$ cat config.mk
export PLATFORM = sky130hd
export DESIGN_NAME = tqvp_neuro_spike_encoder_flat
export DESIGN_NICKNAME = d
export VERILOG_FILES = /design/src/rtl/tqvp_neuro_spike_encoder_pkg.sv /design/src/rtl/tqvp_neuro_spike_encoder_if.sv /design/src/rtl/tqvp_spike_cmd_fifo.sv /design/src/rtl/tqvp_neuro_spike_encoder.sv /design/src/flat_wrapper.sv
export SDC_FILE = /design/constraint.sdc
export NUM_CORES = 1
export LEC_CHECK = 0
export BUFFER_PORTS_ARGS = -buffer_cell sky130_fd_sc_hd__buf_4
export CORE_MARGIN = 10
export CORE_UTILIZATION = 40
export CTS_CLUSTER_DIAMETER = 100
export CTS_CLUSTER_SIZE = 12
export DETAILED_ROUTE_END_ITERATION = 7
export GPL_ROUTABILITY_DRIVEN = 0
export PLACE_DENSITY = 0.66
export SKIP_CTS_REPAIR_TIMING = 1
export SLEW_MARGIN = 20
export SYNTH_ARGS = -nofsm -noshare
export SYNTH_HDL_FRONTEND = slang
export SYNTH_HIERARCHICAL = 1
export SYNTH_SLANG_ARGS = --single-unit
$ cat constraint.sdc
create_clock -name clk -period 7.1 [get_ports clk]
set_input_delay 1.065 -clock clk [delete_from_list [all_inputs] [get_ports clk]]
set_output_delay 1.065 -clock clk [all_outputs]
set_load 0.02 [all_outputs]
$ cat src/rtl/tqvp_neuro_spike_encoder_pkg.sv
// Shared definitions for the spike encoder: register map, FSM states,
// spike directions, command FIFO geometry and the timing-clamp helpers.
package tqvp_neuro_spike_enc_pkg;

   localparam logic [5:0] ADDR_CMD    = 6'h00;
   localparam logic [5:0] ADDR_CFG    = 6'h04;
   localparam logic [5:0] ADDR_STATUS = 6'h08;
   localparam logic [5:0] ADDR_SPIKES = 6'h0C;
   localparam logic [5:0] ADDR_CTRL   = 6'h10;

   localparam int FIFO_DEPTH = 4;
   localparam int CMD_W      = 18;   // {dir[1:0], count[15:0]}

   typedef enum logic [1:0] {ST_IDLE, ST_LOAD, ST_HIGH, ST_LOW} state_e;
   typedef enum logic [1:0] {DIR_E = 2'd0, DIR_N = 2'd1, DIR_W = 2'd2, DIR_S = 2'd3} dir_e;

   // A period below 2 cannot hold both a high and a low phase.
   function automatic logic [7:0] period_eff(input logic [7:0] p);
      return (p < 8'd2) ? 8'd2 : p;
   endfunction

   // Keep at least one low cycle so consecutive pulses stay distinguishable.
   function automatic logic [7:0] width_eff(input logic [7:0] w, input logic [7:0] pe);
      if (w == 8'd0)
         return 8'd1;
      else if (w > pe - 8'd1)
         return pe - 8'd1;
      else
         return w;
   endfunction

endpackage

$ cat src/rtl/tqvp_neuro_spike_encoder_if.sv
// Register bus between host and spike encoder.
//   address/data_in/data_write_n/data_read_n : host -> encoder
//   data_out/data_ready/user_interrupt        : encoder -> host
interface tqvp_neuro_spike_encoder_if;
   logic [5:0]  address;
   logic [31:0] data_in;
   logic [1:0]  data_write_n;
   logic [1:0]  data_read_n;
   logic [31:0] data_out;
   logic        data_ready;
   logic        user_interrupt;

   modport master (output address, data_in, data_write_n, data_read_n,
                   input  data_out, data_ready, user_interrupt);
   modport slave  (input  address, data_in, data_write_n, data_read_n,
                   output data_out, data_ready, user_interrupt);
endinterface

$ cat src/rtl/tqvp_spike_cmd_fifo.sv
// Command FIFO, 18 bits wide, 4 entries, head visible combinationally.
//   i_push/i_data : enqueue; dropped when full unless i_pop in same cycle
//   i_pop         : dequeue head (ignored when empty)
//   i_flush       : empty the FIFO; overrides push and pop
//   o_head, o_level, o_full, o_empty : current state
module tqvp_spike_cmd_fifo
   import tqvp_neuro_spike_enc_pkg::*;
(
   input  logic             clk,
   input  logic             rst_n,
   input  logic             i_push,
   input  logic [CMD_W-1:0] i_data,
   input  logic             i_pop,
   input  logic             i_flush,
   output logic [CMD_W-1:0] o_head,
   output logic [2:0]       o_level,
   output logic             o_full,
   output logic             o_empty
);
   localparam int PTR_W = $clog2(FIFO_DEPTH);

   logic [CMD_W-1:0] r_mem [FIFO_DEPTH];
   logic [PTR_W-1:0] r_wptr;
   logic [PTR_W-1:0] r_rptr;
   logic [2:0]       r_level;
   logic             w_do_pop;
   logic             w_do_push;

   assign o_level   = r_level;
   assign o_full    = (r_level == 3'(FIFO_DEPTH));
   assign o_empty   = (r_level == 3'd0);
   assign o_head    = r_mem[r_rptr];
   assign w_do_pop  = i_pop && !o_empty && !i_flush;
   // A pop in the same cycle frees the slot the push needs.
   assign w_do_push = i_push && (!o_full || w_do_pop) && !i_flush;

   always_ff @(posedge clk) begin
      if (w_do_push)
         r_mem[r_wptr] <= i_data;
   end

   always_ff @(posedge clk or negedge rst_n) begin
      if (!rst_n) begin
         r_wptr  <= '0;
         r_rptr  <= '0;
         r_level <= '0;
      end else if (i_flush) begin
         r_wptr  <= '0;
         r_rptr  <= '0;
         r_level <= '0;
      end else begin
         if (w_do_push) r_wptr <= r_wptr + 1'b1;
         if (w_do_pop)  r_rptr <= r_rptr + 1'b1;
         r_level <= r_level + {2'd0, w_do_push} - {2'd0, w_do_pop};
      end
   end
endmodule

$ cat src/rtl/tqvp_neuro_spike_encoder.sv
// Spike encoder: queued {dir,count} commands become trains of pulses on one
// of four spike lines, with programmable period/width and a pause input.
//   clk, rst_n : clock, asynchronous active-low reset
//   ui_in[0]   : pause (freezes the low-phase timer)
//   uo_out     : [3:0] spike lines E,N,W,S, [4] busy, [7:5] zero
//   bus        : register access (CMD, CFG, STATUS, SPIKES, CTRL), interrupt
module tqvp_neuro_spike_encoder
   import tqvp_neuro_spike_enc_pkg::*;
(
   input  logic                        clk,
   input  logic                        rst_n,
   input  logic [7:0]                  ui_in,
   output logic [7:0]                  uo_out,
   tqvp_neuro_spike_encoder_if.slave   bus
);
   logic        r_enable, r_irq_en, r_overflow, r_done;
   logic [7:0]  r_period, r_width_cfg;
   logic [31:0] r_spikes;

   state_e      r_state, w_state_next;
   dir_e        r_dir, w_dir_next;
   logic [15:0] r_remaining, w_remaining_next;
   logic [7:0]  r_timer, w_timer_next;
   logic [7:0]  r_hi_len, w_hi_next;
   logic [7:0]  r_lo_len, w_lo_next;
   logic        w_complete, w_spike;

   logic        w_wr, w_cmd_wr, w_cfg_wr, w_ctrl_wr, w_flush, w_pop, w_busy;
   logic [CMD_W-1:0] w_head;
   logic [2:0]  w_level;
   logic        w_full, w_empty;
   logic [7:0]  w_pe, w_we;
   logic [3:0]  w_lines;
   logic [31:0] w_rdata;
   logic        w_unused;

   assign w_wr      = (bus.data_write_n != 2'b11);
   assign w_cmd_wr  = w_wr && (bus.address == ADDR_CMD);
   assign w_cfg_wr  = w_wr && (bus.address == ADDR_CFG);
   assign w_ctrl_wr = w_wr && (bus.address == ADDR_CTRL);
   assign w_flush   = w_ctrl_wr && bus.data_in[2];
   assign w_pop     = (r_state == ST_IDLE) && r_enable && !w_empty && !w_flush;
   assign w_busy    = (r_state != ST_IDLE);
   assign w_pe      = period_eff(r_period);
   assign w_we      = width_eff(r_width_cfg, w_pe);
   assign w_unused  = &{1'b0, bus.data_read_n, ui_in[7:1], bus.data_in[31:25]};

   tqvp_spike_cmd_fifo u_fifo (
      .clk     (clk),
      .rst_n   (rst_n),
      .i_push  (w_cmd_wr),
      .i_data  (bus.data_in[CMD_W-1:0]),
      .i_pop   (w_pop),
      .i_flush (w_flush),
      .o_head  (w_head),
      .o_level (w_level),
      .o_full  (w_full),
      .o_empty (w_empty)
   );

   // FSM state register (with its datapath)
   always_ff @(posedge clk or negedge rst_n) begin
      if (!rst_n) begin
         r_state     <= ST_IDLE;
         r_dir       <= DIR_E;
         r_remaining <= '0;
         r_timer     <= '0;
         r_hi_len    <= '0;
         r_lo_len    <= '0;
      end else begin
         r_state     <= w_state_next;
         r_dir       <= w_dir_next;
         r_remaining <= w_remaining_next;
         r_timer     <= w_timer_next;
         r_hi_len    <= w_hi_next;
         r_lo_len    <= w_lo_next;
      end
   end

   // Next-state logic. Timers reload with a phase length and expire when
   // they reach 1, so a phase of N cycles spans exactly N clock edges.
   always_comb begin
      w_state_next     = r_state;
      w_dir_next       = r_dir;
      w_remaining_next = r_remaining;
      w_timer_next     = r_timer;
      w_hi_next        = r_hi_len;
      w_lo_next        = r_lo_len;
      w_complete       = 1'b0;
      w_spike          = 1'b0;
      unique case (r_state)
         ST_IDLE: begin
            if (w_pop) begin
               w_state_next     = ST_LOAD;
               w_dir_next       = dir_e'(w_head[17:16]);
               w_remaining_next = w_head[15:0];
            end
         end
         ST_LOAD: begin
            w_hi_next = w_we;
            w_lo_next = w_pe - w_we;
            if (r_remaining == 16'd0) begin
               w_state_next = ST_IDLE;
               w_complete   = 1'b1;
            end else begin
               w_state_next = ST_HIGH;
               w_timer_next = w_we;
            end
         end
         ST_HIGH: begin
            if (r_timer <= 8'd1) begin
               w_state_next = ST_LOW;
               w_timer_next = r_lo_len;
               w_spike      = 1'b1;
            end else begin
               w_timer_next = r_timer - 8'd1;
            end
         end
         ST_LOW: begin
            if (!ui_in[0]) begin
               if (r_timer <= 8'd1) begin
                  w_remaining_next = r_remaining - 16'd1;
                  if (r_remaining <= 16'd1) begin
                     w_state_next = ST_IDLE;
                     w_complete   = 1'b1;
                  end else begin
                     w_state_next = ST_HIGH;
                     w_timer_next = r_hi_len;
                  end
               end else begin
                  w_timer_next = r_timer - 8'd1;
               end
            end
         end
         default: w_state_next = ST_IDLE;
      endcase
      // Flush abandons the command without reporting completion.
      if (w_flush) begin
         w_state_next     = ST_IDLE;
         w_remaining_next = '0;
         w_timer_next     = '0;
         w_complete       = 1'b0;
      end
   end

   // Configuration, counters and sticky flags
   always_ff @(posedge clk or negedge rst_n) begin
      if (!rst_n) begin
         r_enable    <= 1'b0;
         r_period    <= '0;
         r_width_cfg <= '0;
         r_irq_en    <= 1'b0;
         r_spikes    <= '0;
         r_overflow  <= 1'b0;
         r_done      <= 1'b0;
      end else begin
         if (w_cfg_wr) begin
            r_enable    <= bus.data_in[0];
            r_period    <= bus.data_in[15:8];
            r_width_cfg <= bus.data_in[23:16];
            r_irq_en    <= bus.data_in[24];
         end
         if (w_spike)
            r_spikes <= r_spikes + 32'd1;
         if (w_cmd_wr && w_full && !w_pop)
            r_overflow <= 1'b1;
         else if (w_ctrl_wr && bus.data_in[1])
            r_overflow <= 1'b0;
         // Completion outranks a same-cycle clear.
         if (w_complete && w_empty)
            r_done <= 1'b1;
         else if (w_ctrl_wr && bus.data_in[0])
            r_done <= 1'b0;
      end
   end

   assign w_lines = (r_state == ST_HIGH) ? (4'b0001 << r_dir) : 4'b0000;
   assign uo_out  = {3'b000, w_busy, w_lines};

   always_comb begin
      w_rdata = '0;
      case (bus.address)
         ADDR_CMD:    w_rdata = w_empty ? 32'd0 : {14'd0, w_head};
         ADDR_CFG:    w_rdata = {7'd0, r_irq_en, r_width_cfg, r_period, 7'd0, r_enable};
         ADDR_STATUS: w_rdata = {r_remaining, 8'd0, r_done, r_overflow, w_busy,
                                 w_empty, w_full, w_level};
         ADDR_SPIKES: w_rdata = r_spikes;
         default:     w_rdata = '0;
      endcase
   end

   assign bus.data_out       = w_rdata;
   assign bus.data_ready     = 1'b1;
   assign bus.user_interrupt = r_done && r_irq_en;
endmodule
$ cat src/flat_wrapper.sv
// flat-port wrapper written by rule: the top's interface ports become plain ports
module tqvp_neuro_spike_encoder_flat import tqvp_neuro_spike_enc_pkg::*;
  (clk, rst_n, ui_in, uo_out, bus_address, bus_data_in, bus_data_write_n, bus_data_read_n, bus_data_out, bus_data_ready, bus_user_interrupt);
  tqvp_neuro_spike_encoder_if bus_i ();
  input  logic clk;
  input  logic rst_n;
  input  logic [7:0] ui_in;
  output logic [7:0] uo_out;
  input wire logic [$bits(bus_i.address)-1:0] bus_address;
  input wire logic [$bits(bus_i.data_in)-1:0] bus_data_in;
  input wire logic [$bits(bus_i.data_write_n)-1:0] bus_data_write_n;
  input wire logic [$bits(bus_i.data_read_n)-1:0] bus_data_read_n;
  output wire logic [$bits(bus_i.data_out)-1:0] bus_data_out;
  output wire logic [$bits(bus_i.data_ready)-1:0] bus_data_ready;
  output wire logic [$bits(bus_i.user_interrupt)-1:0] bus_user_interrupt;
  assign bus_i.address = bus_address;
  assign bus_i.data_in = bus_data_in;
  assign bus_i.data_write_n = bus_data_write_n;
  assign bus_i.data_read_n = bus_data_read_n;
  assign bus_data_out = bus_i.data_out;
  assign bus_data_ready = bus_i.data_ready;
  assign bus_user_interrupt = bus_i.user_interrupt;
  tqvp_neuro_spike_encoder u_core (.clk(clk), .rst_n(rst_n), .ui_in(ui_in), .uo_out(uo_out), .bus(bus_i));
endmodule
== Word level (Yosys, flattened, before mapping) ==
Memory sizes are Yosys's and may differ from the RTL's.
Index checks and enable logic that the tools add are counted.

* Reductions and logical operators: 38
* Multiply operators: 0
* Div/mod/pow operators: 0
* Equal/unequal tests: 15
* Shifts and indexed selects: 1
* Order comparisons: 4
* $add $sub $neg: 9
* Bitwise gates (word level): 0
* Mux-type cells: 45

{| class="wikitable"
|+ Operators by type and width
! cell !! number
|-
| 32-bit one-hot mux with 4 select lines || 1
|-
| 8-bit two-way mux || 9
|-
| 16-bit two-way mux || 4
|-
| 32-bit by 1-bit adder with 32-bit output (second input constant) || 1
|-
| 16-bit one-hot mux with 2 select lines || 1
|-
| 8-bit one-hot mux with 3 select lines || 1
|-
| 2-bit two-way mux || 11
|-
| 18-bit two-way mux || 1
|-
| 1-bit logical AND || 17
|-
| 16-bit by 1-bit less-or-equal comparator with 1-bit output (second input constant) || 1
|-
| 16-bit logical NOT || 1
|-
| 16-bit by 1-bit subtractor with 16-bit output (second input constant) || 1
|-
| 8-bit by 1-bit subtractor with 8-bit output (second input constant) || 2
|-
| 1-bit two-way mux || 13
|-
| 6-bit by 4-bit equality test with 1-bit output (second input constant) || 2
|-
| 4-bit AND reduction || 3
|-
| 2-bit nonzero test || 5
|-
| 3-bit by 2-bit != test with 1-bit output (second input constant) || 3
|-
| 8-bit greater-than comparator || 1
|-
| 8-bit by 1-bit less-or-equal comparator with 1-bit output (second input constant) || 1
|-
| 8-bit logical NOT || 1
|-
| 8-bit by 2-bit less-than comparator with 1-bit output (second input constant) || 1
|-
| 2-bit one-hot mux with 4 select lines || 1
|-
| 8-bit subtractor || 1
|-
| 23 further kinds || 29
|}

* Bits in latches: 0
* Word-level logic and storage cells: 129
* Bits in read-only memories: 0
* Memory bits (writable): 72
* Memories: 1
* Flip-flop bits (word level): 103

{| class="wikitable"
|+ Memory list
! name !! depth !! width !! read ports !! clocked after memory_dff !! wr ports !! line !! RTL
|-
| u_core.u_fifo.r_mem || 4 || 18 || 1 || 0 || 1 || tqvp_spike_cmd_fifo.sv:22 || <nowiki>logic [CMD_W-1:0] r_mem [FIFO_DEPTH];</nowiki>
|}

== Logic depth before layout (Yosys ltp) ==
Gate-level depths: netlist of run 1.

* Depth in word-level cells: 13
* Depth in mapped cells: 22
* Gate-level depth less buffers: 21

== Modules after synthesis ==
Netlist of run 1, hierarchy kept.

{| class="wikitable"
|+ Modules (own cells, without submodules)
! module !! cells an instance !! instances !! area each (um^2) !! seq. area each (um^2)
|-
| tqvp_neuro_spike_encoder || 703 || 1 || 6249.7 || 2402.3
|-
| tqvp_spike_cmd_fifo || 141 || 1 || 3072.9 || 2337.2
|}

== Least setup slack after synthesis of run 1 ==
No wires, ideal clock.

* Path kind: register to register
* From: reg u_core.r_period[7]
* To: reg u_core.r_lo_len[7]
* Arrival time: 4477 ps
* Path buffers: 1
* Setup time: 131 ps
* Period minus slack after synthesis: 4608 ps
* Stages on the path, launching flop included: 22
* Path slack: 2492 ps
* Cells stage by stage: dfrtp_1 > or4_1 > nor3_1 > nor3_1 > nand2_1 > xor2_1 > ha_1 > a211oi_1 > nor2_1 > nor3_1 > o21ai_4 > buf_6 > o211ai_1 > ha_1 > nor2b_1 > o21a_1 > o21a_1 > nor2_1 > o211ai_1 > a41oi_1 > xor2_1 > o21ai_1

* Cells in the longest elaborated chain, start to end: 7

{| class="wikitable"
|+ RTL lines
! item !! line !! RTL
|-
| from (decl) || tqvp_neuro_spike_encoder.sv:17 || <nowiki>logic [7:0] r_period, r_width_cfg;</nowiki>
|-
| from (signal assigned) || tqvp_neuro_spike_encoder.sv:159 || <nowiki>r_period <= bus.data_in[15:8];</nowiki>
|-
| 8-bit by 2-bit less-than comparator with 1-bit output || tqvp_neuro_spike_encoder_pkg.sv:19 || <nowiki>return (p < 8'd2) ? 8'd2 : p;</nowiki>
|-
| 8-bit two-way mux (*) || tqvp_neuro_spike_encoder_pkg.sv:19 ||
|-
| 8-bit by 1-bit subtractor with 8-bit output || tqvp_neuro_spike_encoder_pkg.sv:26, tqvp_neuro_spike_encoder_pkg.sv:27 ||
|-
| 8-bit greater-than comparator || tqvp_neuro_spike_encoder_pkg.sv:26 || <nowiki>else if (w > pe - 8'd1)</nowiki>
|-
| 8-bit two-way mux || tqvp_neuro_spike_encoder_pkg.sv:26 ||
|-
| 8-bit two-way mux || tqvp_neuro_spike_encoder_pkg.sv:24 || <nowiki>if (w == 8'd0)</nowiki>
|-
| 8-bit subtractor (*) || tqvp_neuro_spike_encoder.sv:101 || <nowiki>w_lo_next = w_pe - w_we;</nowiki>
|-
| to (signal assigned) || tqvp_neuro_spike_encoder.sv:76 || <nowiki>r_lo_len <= w_lo_next;</nowiki>
|-
| to (decl) || tqvp_neuro_spike_encoder.sv:25 || <nowiki>logic [7:0] r_lo_len, w_lo_next;</nowiki>
|}

Every way passes the cells marked *; elsewhere a longest branch is shown, timed or not.
A chain may end at the register's enable or synchronous reset.

== Final worst setup path of run 1 ==
Ends and elaborated chain as after synthesis.

==> flow_summary.yaml, run 1 <==
die:
  die_y_um: 173
  start_util_pct: 40.9
  core_um2: 22800
  die-width_um: 173
  fp-row-count: 55
  dieArea_um2: 29800
  ios: 94
global_routing:
  grt_pass1_vias: 6614
  grt_overflow_total: 0
  grt_pass1_wl_um: 37600
  antenna_found_initial: 0
  grt.total_usage_pct: 15.9
  grt_max_degree: 56
timing:
  min_period_over_period_pct: 72.6
  rsz0062_at_grt: "no"
  maxSlewHeadroom_pct: 28.2
  finalSetupViolCount: 0
  tightestPinTransition_ns: 1.07
  setup_ws_ns: 1.94
  hold_violations: 0
  clock.fmax_ghz: 0.194
  period_minus_slack_ns: 5.16
  clock_skew_ns: 0.0146
  setup_tns_ns: 0
  slew_viol_final: 0
clocking:
  cts_max_path_buffers: 2
  cts_tree: "built"
  cts_sinks: 175
  worstSkewPairLatency_ns: 0.44
  h-tree-depth: 4
  cts_root_buf: "clkbuf_16"
  cts_made_buffers: 17
  path_clk_slew_ns: 0.08
placement:
  dpl_cell_area_um2: 10100
  dpl_worst_slack_ns: 2.02
  dp_hpwl_um: 17400
  port_buffers: 73
  placed_cells: 1185
setup_path:
  crit_buf_inv: 0
  r2r_cells: 20
  cp.depth: 20
  critPathKind: "reg2reg"
  cp_slowest_stage_delay_ns: 0.57
  crit_path_frequent_cell: "nor3_1"
  endpoint_kind: "register"
  crit_family: "simple AND/OR/NAND/NOR gates"
  crit_chain: "or4_1 > nor3_1 > nor3_1 > nand2_1 > xor2_1 > ha_1 > a211oi_1 > nor2_1 > nor3_1 > o21ai_4 > o211ai_1 > ha_1 > nor2b_1 > o21a_1 > o21a_1 > nor2_1 > nand4_1 > a41oi_1 > xor2_1 > o21ai_1"
  worstPathArrival_ns: 5.47
  critPathMaxFanout: 13
  cp_slowest_cell: "or4_1"
  required_ns: 7.42
  startpoint_type: "register"
route:
  routed_via_density: 5.55
  drt_iter0_drc: 559
  drc: 0
  dr_total_vias: 6754
  wl_per_cell_um: 19.7
  antenna_left: 0
  drt_wl_total_um: 23900
  first_pass_iters: 7
layout:
  final_area_um2: 10700
  finalNonFillerCells: 1217
  diodes: 0
  drive_gt1_share_pct: 19.7
  nets: 970
  layout_commonest_cell: "dfrtp_1"
  final_cell_mix: "103 x dfrtp_1, 86 x nand2_1, 80 x buf_4"
  area_delta_synth_final_pct: 15.1
power:
  ir_drop_v: 0.000161
  p_per_area_nw_per_um2: 311
  power_mw: 3.34
  p_leak_nw: 4.48
synth:
  synth_cells: 844
  syn_area_um2: 9320
  avgSynthCellArea_um2: 11.0
  synth.distinct_cells: 72
  synth_warnings: 6
  synth-seq-cells: 175
  ys_seq_area_share_pct: 50.8
  synthArstFlopShare_pct: 58.9
  synth-edff-count: 72
  synth-main-ff-cell: "dfrtp_1"
status:
  outcome: "finished clean"
run:
  drv_cap: 0
min_path:
  min_path_type: "reg2reg"
  hold_path_depth: 2
[worst paths after layout]
path                                    start                     to  slack [ns]
hold reg to reg            u_core/r_hi_len[7]     u_core/r_hi_len[7]        0.48
setup reg to reg           u_core/r_period[7]     u_core/r_lo_len[7]        1.94
max in group asynchronous               rst_n    u_core/r_spikes[29]        5.30
min in group asynchronous               rst_n  u_core/r_width_cfg[3]        0.64
setup / recovery           u_core/r_period[7]     u_core/r_lo_len[7]        1.94
hold / removal             u_core/r_hi_len[7]     u_core/r_hi_len[7]        0.48
[power by group]
group          internal, mW  switching [mW]
registers              1.17           0.180
logic                 0.440           0.560
clock network         0.495           0.491
[cell type report]
class	count	area, µm²
clock inverters	15	214
inverters	32	120
flip-flops and latches	175	4740
fillers	2123	12000
repair buffers	80	601
multi-input cells	585	4240
well taps	313	392
clock buffers	17	425
[metal layers]
| metal | global-route usage (%) | vias up | wire [µm] | part of all wire [%] |
|---|---|---|---|---|
| met5 | 0 | - | 0 | 0 |
| met4 | 5.50 | 0 | 498 | 2.1 |
| met3 | 3.25 | 30 | 1510 | 6.3 |
| met2 | 24.1 | 223 | 10900 | 46 |
| met1 | 22.0 | 3318 | 11000 | 46 |
| li1 | - | 3183 | - | - |
[worst register-to-register path: cells and delay by family, from the launching register on]
| kind | cells | cell delay, ns |
|---|---|---|
| compound gates | 7 | 1.52 |
| xor+xnor | 2 | 0.37 |
| fa+ha+maj | 2 | 0.60 |
| flops | 1 | 0.46 |
| simple gates | 9 | 2.08 |
[cell families (layout without fill, tap and decap cells)]
logic type                 Yosys count  count (layout)  synth area share, %
adders and majority gates           28              28                 3.91
xor gates and xnor gates            48              48                 4.51
AOI/OAI and AO/OA                  167             167                 12.8
buffers and inverters               86             144                 3.91
muxes                               58              58                 9.11
other                                2               4               0.0806
and+or+nand+nor                    280             280                 14.8
DFF                                175             175                 50.8
[flip-flops by register name, summed over array words and instances (netlist names), 2 cells and up]
register / flops
u_core/u_fifo/r_rptr: 2
u_core/r_hi_len: 8
u_core/u_fifo/r_mem: 72
u_core/r_width_cfg: 8
u_core/r_period: 8
u_core/r_state: 2
u_core/r_dir: 2
u_core/u_fifo/o_level: 3
u_core/r_timer: 8
u_core/u_fifo/r_wptr: 2
u_core/r_spikes: 32
u_core/r_remaining: 16
u_core/r_lo_len: 8
[through the flow]
step / utilization (%) / hold slack [ns]
after CTS: 47.1 / 0.486
after floorplan: - / 0.442
after global routing: 47.1 / 0.503
final: 47.1 / 0.484
after detailed placement: 44.3 / 0.469
after global placement: 44.3 / 0.460
[cells in the mapped netlist, types with 12 or more instances]
| library cell | instances | area (µm²) |
|---|---|---|
| edfxtp_1 | 72 | 2160 |
| mux2_2 | 31 | 349 |
| nand3_1 | 18 | 90.1 |
| a22oi_1 | 19 | 143 |
| dfrtp_1 | 103 | 2580 |
| a21oi_1 | 26 | 130 |
| nor2_1 | 73 | 274 |
| a222oi_1 | 13 | 130 |
| a211oi_1 | 12 | 90.1 |
| and3_1 | 13 | 81.3 |
| o21ai_0 | 37 | 185 |
| xnor2_1 | 28 | 245 |
| nor3_1 | 18 | 90.1 |
| clkbuf_1 | 39 | 146 |
| nand2_1 | 86 | 323 |
| ha_1 | 25 | 313 |
| o211ai_1 | 13 | 97.6 |
| mux4_2 | 18 | 405 |
| nor2b_1 | 14 | 87.6 |
| xor2_1 | 20 | 175 |
| inv_1 | 32 | 120 |
No activity file was read; power rests on OpenSTA's default activity.
==> run 2: changes to the inputs <==
==> constraint.sdc (replaced) <==
create_clock -name clk -period 4.75 [get_ports clk]
set_input_delay 0.7125 -clock clk [delete_from_list [all_inputs] [get_ports clk]]
set_output_delay 0.7125 -clock clk [all_outputs]
set_load 0.02 [all_outputs]
==> run 2 against run 1 <==
Routed wire length increased by 1.0%. Hold slack got worse by 0.098 ns. Die area unchanged. Flip-flop and latch count unchanged. Via count increased by 2.0%. Design area increased by 1.8%. Global-route usage decreased by 0.10 points.
==> flow_summary.yaml, run 2 (synthesis gave the netlist of run 1 again) <==
status:
  outcome: "finished clean"
placement:
  dpl_worst_slack_ns: 0.111
  port_buffers: 73
  dp_hpwl_um: 17600
  dpl_cell_area_um2: 10200
setup_path:
  critPathMaxFanout: 7
  endpoint_kind: "register"
  ff2ff_setup_slack_ns: 0.29
  cp_slowest_cell: "or4_1"
  crit_family: "simple AND/OR/NAND/NOR gates"
  crit_chain: "or4_1 > or3_1 > nor2_1 > a21boi_2 > ha_1 > nand4_1 > a21oi_2 > nor3_1 > buf_4 > o21ai_4 > nand2_1 > o211ai_1 > ha_1 > nor2b_1 > o21a_1 > o21a_1 > nor2_2 > o211ai_1 > a41oi_2 > xor2_1 > o21ai_1"
  startpoint_type: "register"
  cp_slowest_stage_delay_ns: 0.54
  required_ns: 5.07
  rr_endpoint: "u_core/r_lo_len[7]"
  crit_buf_inv: 1
  startpoint: "u_core/r_period[2]"
  r2r_cells: 21
  cp.depth: 21
  worstPathArrival_ns: 4.78
  critPathKind: "reg2reg"
  r2r-start: "u_core/r_period[2]"
timing:
  period_minus_slack_ns: 4.46
  slew_viol_final: 0
  setup_ws_ns: 0.292
  finalSetupViolCount: 0
  hold_slack_ns: 0.385
  clock_skew_ns: 0.0146
  setup_tns_ns: 0
  maxSlewHeadroom_pct: 29.7
  hold_violations: 0
  tightestPinTransition_ns: 1.05
  clock.fmax_ghz: 0.224
  min_period_over_period_pct: 93.8
power:
  p_per_area_nw_per_um2: 463
  clkPwrFrac_pct: 28.4
  net-switching-power_mw: 1.84
  ir_drop_v: 0.000234
  switching_share_pct: 36.3
  combPwrFrac_pct: 32.2
  p_leak_nw: 4.58
  seqPwrFrac_pct: 39.4
  power.internal_mw: 3.22
layout:
  final_area_um2: 10900
  area_delta_synth_final_pct: 17.1
  drive_gt1_share_pct: 22.7
  nets: 992
  reg.largest.list: "u_core/u_fifo/r_mem: 72 flops, u_core/r_spikes: 32 flops, u_core/r_remaining: 16 flops"
  top_register: "u_core/u_fifo/r_mem"
  final_cell_mix: "102 x buf_4, 101 x dfrtp_1, 86 x nand2_1"
  diodes: 0
  layout_commonest_cell: "buf_4"
  largest_reg_flops: 72
route:
  drt_iter0_drc: 559
  drc: 0
  drt_wl_total_um: 24200
  antenna_left: 0
  dr_total_vias: 6886
  first_pass_iters: 5
  routed_via_density: 5.56
  wl_per_cell_um: 19.5
die:
  core_um2: 22800
  start_util_pct: 40.9
  die-width_um: 173
  ios: 94
  dieArea_um2: 29800
  fp-row-count: 55
  die_y_um: 173
global_routing:
  antenna_found_initial: 1
  grt_pass1_wl_um: 37500
  grt.total_usage_pct: 15.8
  grt_max_degree: 69
  grt_pass1_vias: 6582
  grt_overflow_total: 0
run:
  drv_cap: 0
clocking:
  path_clk_slew_ns: 0.08
  cts_made_buffers: 17
  cts_root_buf: "clkbuf_16"
  worstSkewPairLatency_ns: 0.45
  cts_tree: "built"
  cts_sinks: 175
  h-tree-depth: 4
  cts_max_path_buffers: 2
min_path:
  min_path_type: "in2async"
## run 2: changes by cell type in the layout (fill, tap and decap cells not counted), sizes merged
cell / before / now
buf: 80 / 102
clkinv: 5 / 7
inv: 42 / 40
## run 2: power by group through the flow
stage	registers (mW)	logic [mW]	clock network (mW)
after floorplan	1.94	1.21	0
after global placement	2.01	1.54	0
after detailed placement	2.01	1.57	0
after CTS	1.98	1.57	1.47
after global routing	2.02	1.82	1.53
final	1.99	1.63	1.44
## run 2: per-stage QoR
step           power, mW  utilization [%]  std cells
3_5_place_dp        3.58             44.9       1203
3_3_place_gp        3.54             44.9       1203
6_report            5.06             47.9       1239
2_1_floorplan       3.15                -        846
5_1_grt             5.37             47.9       1239
4_1_cts             5.03             47.6       1235
## run 2: area by class of cell
| class | instances | area [µm²] |
|---|---|---|
| sequential | 175 | 4740 |
| clock buffer | 17 | 425 |
| tap | 313 | 392 |
| fill | 2057 | 11900 |
| inverter | 32 | 120 |
| clock inverter | 15 | 199 |
| timing repair buffer | 102 | 766 |
| multi-input combinational | 585 | 4270 |
## run 2: worst max-delay path by stage
stage	end
4_1_cts	u_core/r_lo_len[7]
3_5_place_dp	u_core/r_lo_len[7]
3_3_place_gp	u_core/r_lo_len[7]
6_report	u_core/r_lo_len[7]
2_1_floorplan	u_core/r_lo_len[7]
5_1_grt	u_core/r_lo_len[6]
## run 2: layer usage
metal	track usage, %	part of all wire (%)	vias up
li1	-	-	3215
met1	22.1	45	3405
met2	23.9	46	241
met3	3.44	7.0	25
met4	4.60	1.5	0
met5	0	0	-
==> run 3: changes to the inputs <==
--- a/config.mk
+++ b/config.mk
@@ -6,13 +6,15 @@
 export NUM_CORES = 1
 export LEC_CHECK = 0
 export BUFFER_PORTS_ARGS = -buffer_cell sky130_fd_sc_hd__buf_4
+export CELL_PAD_IN_SITES_DETAIL_PLACEMENT = 0
+export CELL_PAD_IN_SITES_GLOBAL_PLACEMENT = 1
 export CORE_MARGIN = 10
 export CORE_UTILIZATION = 40
 export CTS_CLUSTER_DIAMETER = 100
 export CTS_CLUSTER_SIZE = 12
 export DETAILED_ROUTE_END_ITERATION = 7
 export GPL_ROUTABILITY_DRIVEN = 0
-export PLACE_DENSITY = 0.66
+export PLACE_DENSITY = 0.77
 export SKIP_CTS_REPAIR_TIMING = 1
 export SLEW_MARGIN = 20
 export SYNTH_ARGS = -nofsm -noshare
==> run 3 against run 2 <==
Routed wire length increased by 1.8%. Non-clock buffer count fell by 3. Die area is the same. Register-to-register slack improved by 0.02 ns. Fmax rose by 0.52%. Global-route usage is 0.80 points higher. Via count down 0.94%. Setup slack gained 0.023 ns.
==> flow_summary.yaml, run 3 (synthesis gave the netlist of run 1 again) <==
status:
  outcome: "finished clean"
power:
  p_leak_nw: 4.57
  ir_drop_v: 0.000201
  p_per_area_nw_per_um2: 465
die:
  ios: 94
  die-width_um: 173
  fp-row-count: 55
  dieArea_um2: 29800
  die_y_um: 173
  core_um2: 22800
  start_util_pct: 40.9
layout:
  nets: 989
  layout_commonest_cell: "dfrtp_1"
  diodes: 0
  largest_reg_flops: 72
  drive_gt1_share_pct: 22.2
  fin_util_pct: 47.9
  reg.largest.list: "u_core/u_fifo/r_mem: 72 flops, u_core/r_spikes: 32 flops, u_core/r_remaining: 16 flops"
  area_delta_synth_final_pct: 17.0
  top_register: "u_core/u_fifo/r_mem"
  final_cell_mix: "102 x dfrtp_1, 99 x buf_4, 86 x nand2_1"
timing:
  clock.fmax_ghz: 0.226
  period_minus_slack_ns: 4.43
  setup_ws_ns: 0.316
  setup_tns_ns: 0
  tightestPinTransition_ns: 1.10
  slew_viol_final: 0
  rsz0062_at_grt: "no"
  min_period_over_period_pct: 93.4
  clock_skew_ns: 0.0223
  hold_violations: 0
  finalSetupViolCount: 0
  maxSlewHeadroom_pct: 26.1
route:
  drc: 0
  antenna_left: 0
  drt_iter0_drc: 705
  wl_per_cell_um: 19.9
  first_pass_iters: 7
  drt_wl_total_um: 24600
  routed_via_density: 5.52
  dr_total_vias: 6821
setup_path:
  critPathMaxFanout: 7
  critPathKind: "reg2reg"
  endpoint_kind: "register"
  required_ns: 5.06
  r2r_cells: 21
  crit_chain: "or4_1 > or3_1 > nor2_1 > a21boi_2 > ha_1 > nand4_1 > a21oi_2 > nor3_1 > buf_4 > o21ai_4 > nand2_1 > o211ai_1 > ha_1 > nor2b_1 > o21a_1 > o21a_1 > nor2_2 > o211ai_1 > a41oi_2 > xor2_1 > o21ai_1"
  rr_endpoint: "u_core/r_lo_len[7]"
  startpoint_type: "register"
  ff2ff_setup_slack_ns: 0.32
  cp_slowest_stage_delay_ns: 0.54
  r2r-start: "u_core/r_period[2]"
  cp_slowest_cell: "or4_1"
  worstPathArrival_ns: 4.74
min_path:
  min_path_type: "in2async"
placement:
  dp_hpwl_um: 18000
  dpl_worst_slack_ns: 0.164
  port_buffers: 73
global_routing:
  grt_pass1_wl_um: 39600
  globalRouteMet3Util_pct: 3.53
  antenna_found_initial: 0
  busiest_layer: "met2"
  grt_pass1_vias: 6711
  grtUsageMet2_pct: 25.2
  grt_max_degree: 71
  grt.total_usage_pct: 16.6
  grt.met1_usage_pct: 23.5
  grt_overflow_total: 0
clocking:
  cts_root_buf: "clkbuf_16"
  cts_made_buffers: 17
  cts_sinks: 175
  worstSkewPairLatency_ns: 0.44
  cts_tree: "built"
  path_clk_slew_ns: 0.07
  h-tree-depth: 4
  cts_max_path_buffers: 2
run:
  drv_cap: 0
## run 3: where the power goes
part | internal, mW | leakage [nW] | switching [mW]
clock network | 0.736 | 0.306 | 0.725
registers | 1.76 | 2.00 | 0.248
logic | 0.721 | 2.27 | 0.881
## run 3: worst max-delay path: cells and delay by family (launching register included)
family	cells	cell delay, ns
fa+ha+maj	2	0.54
xor+xnor	1	0.18
buf+inv	1	0.15
flops	1	0.47
compound gates	9	1.38
simple gates	8	1.59
## run 3: per-stage QoR
step	area [µm²]	power, mW	cells	hold WS [ns]
after floorplan	9330	3.15	846	0.417
after global placement	10200	3.59	1204	0.461
after detailed placement	10200	3.61	1204	0.468
after CTS	10900	5.07	1236	0.451
after global routing	10900	5.41	1236	0.438
final	10900	5.07	1236	0.428
## run 3: layer usage
metal	share of wire, %	vias up
li1	-	3211
met1	47	3384
met2	46	214
met3	6.5	12
met4	0.76	0
met5	0	-
## run 3: layout make-up
class / instances / area (µm²)
clock buffer: 17 / 425
clock inverter: 15 / 216
fill: 2058 / 11900
inverter: 32 / 120
multi-input combinational: 585 / 4270
sequential: 175 / 4740
tap: 313 / 392
timing repair buffer: 99 / 743
## run 3: how the worst max path moves through the flow
stage,start,to,slack [ns]
6_report,u_core/r_period[2],u_core/r_lo_len[7],0.32
5_1_grt,u_core/r_period[2],u_core/r_lo_len[6],0.005
4_1_cts,u_core/r_period[2],u_core/r_lo_len[7],0.14
3_5_place_dp,u_core/r_period[2],u_core/r_lo_len[7],0.16
3_3_place_gp,u_core/r_period[2],u_core/r_lo_len[7],0.16
2_1_floorplan,u_core/r_period[7],u_core/r_lo_len[7],0.14
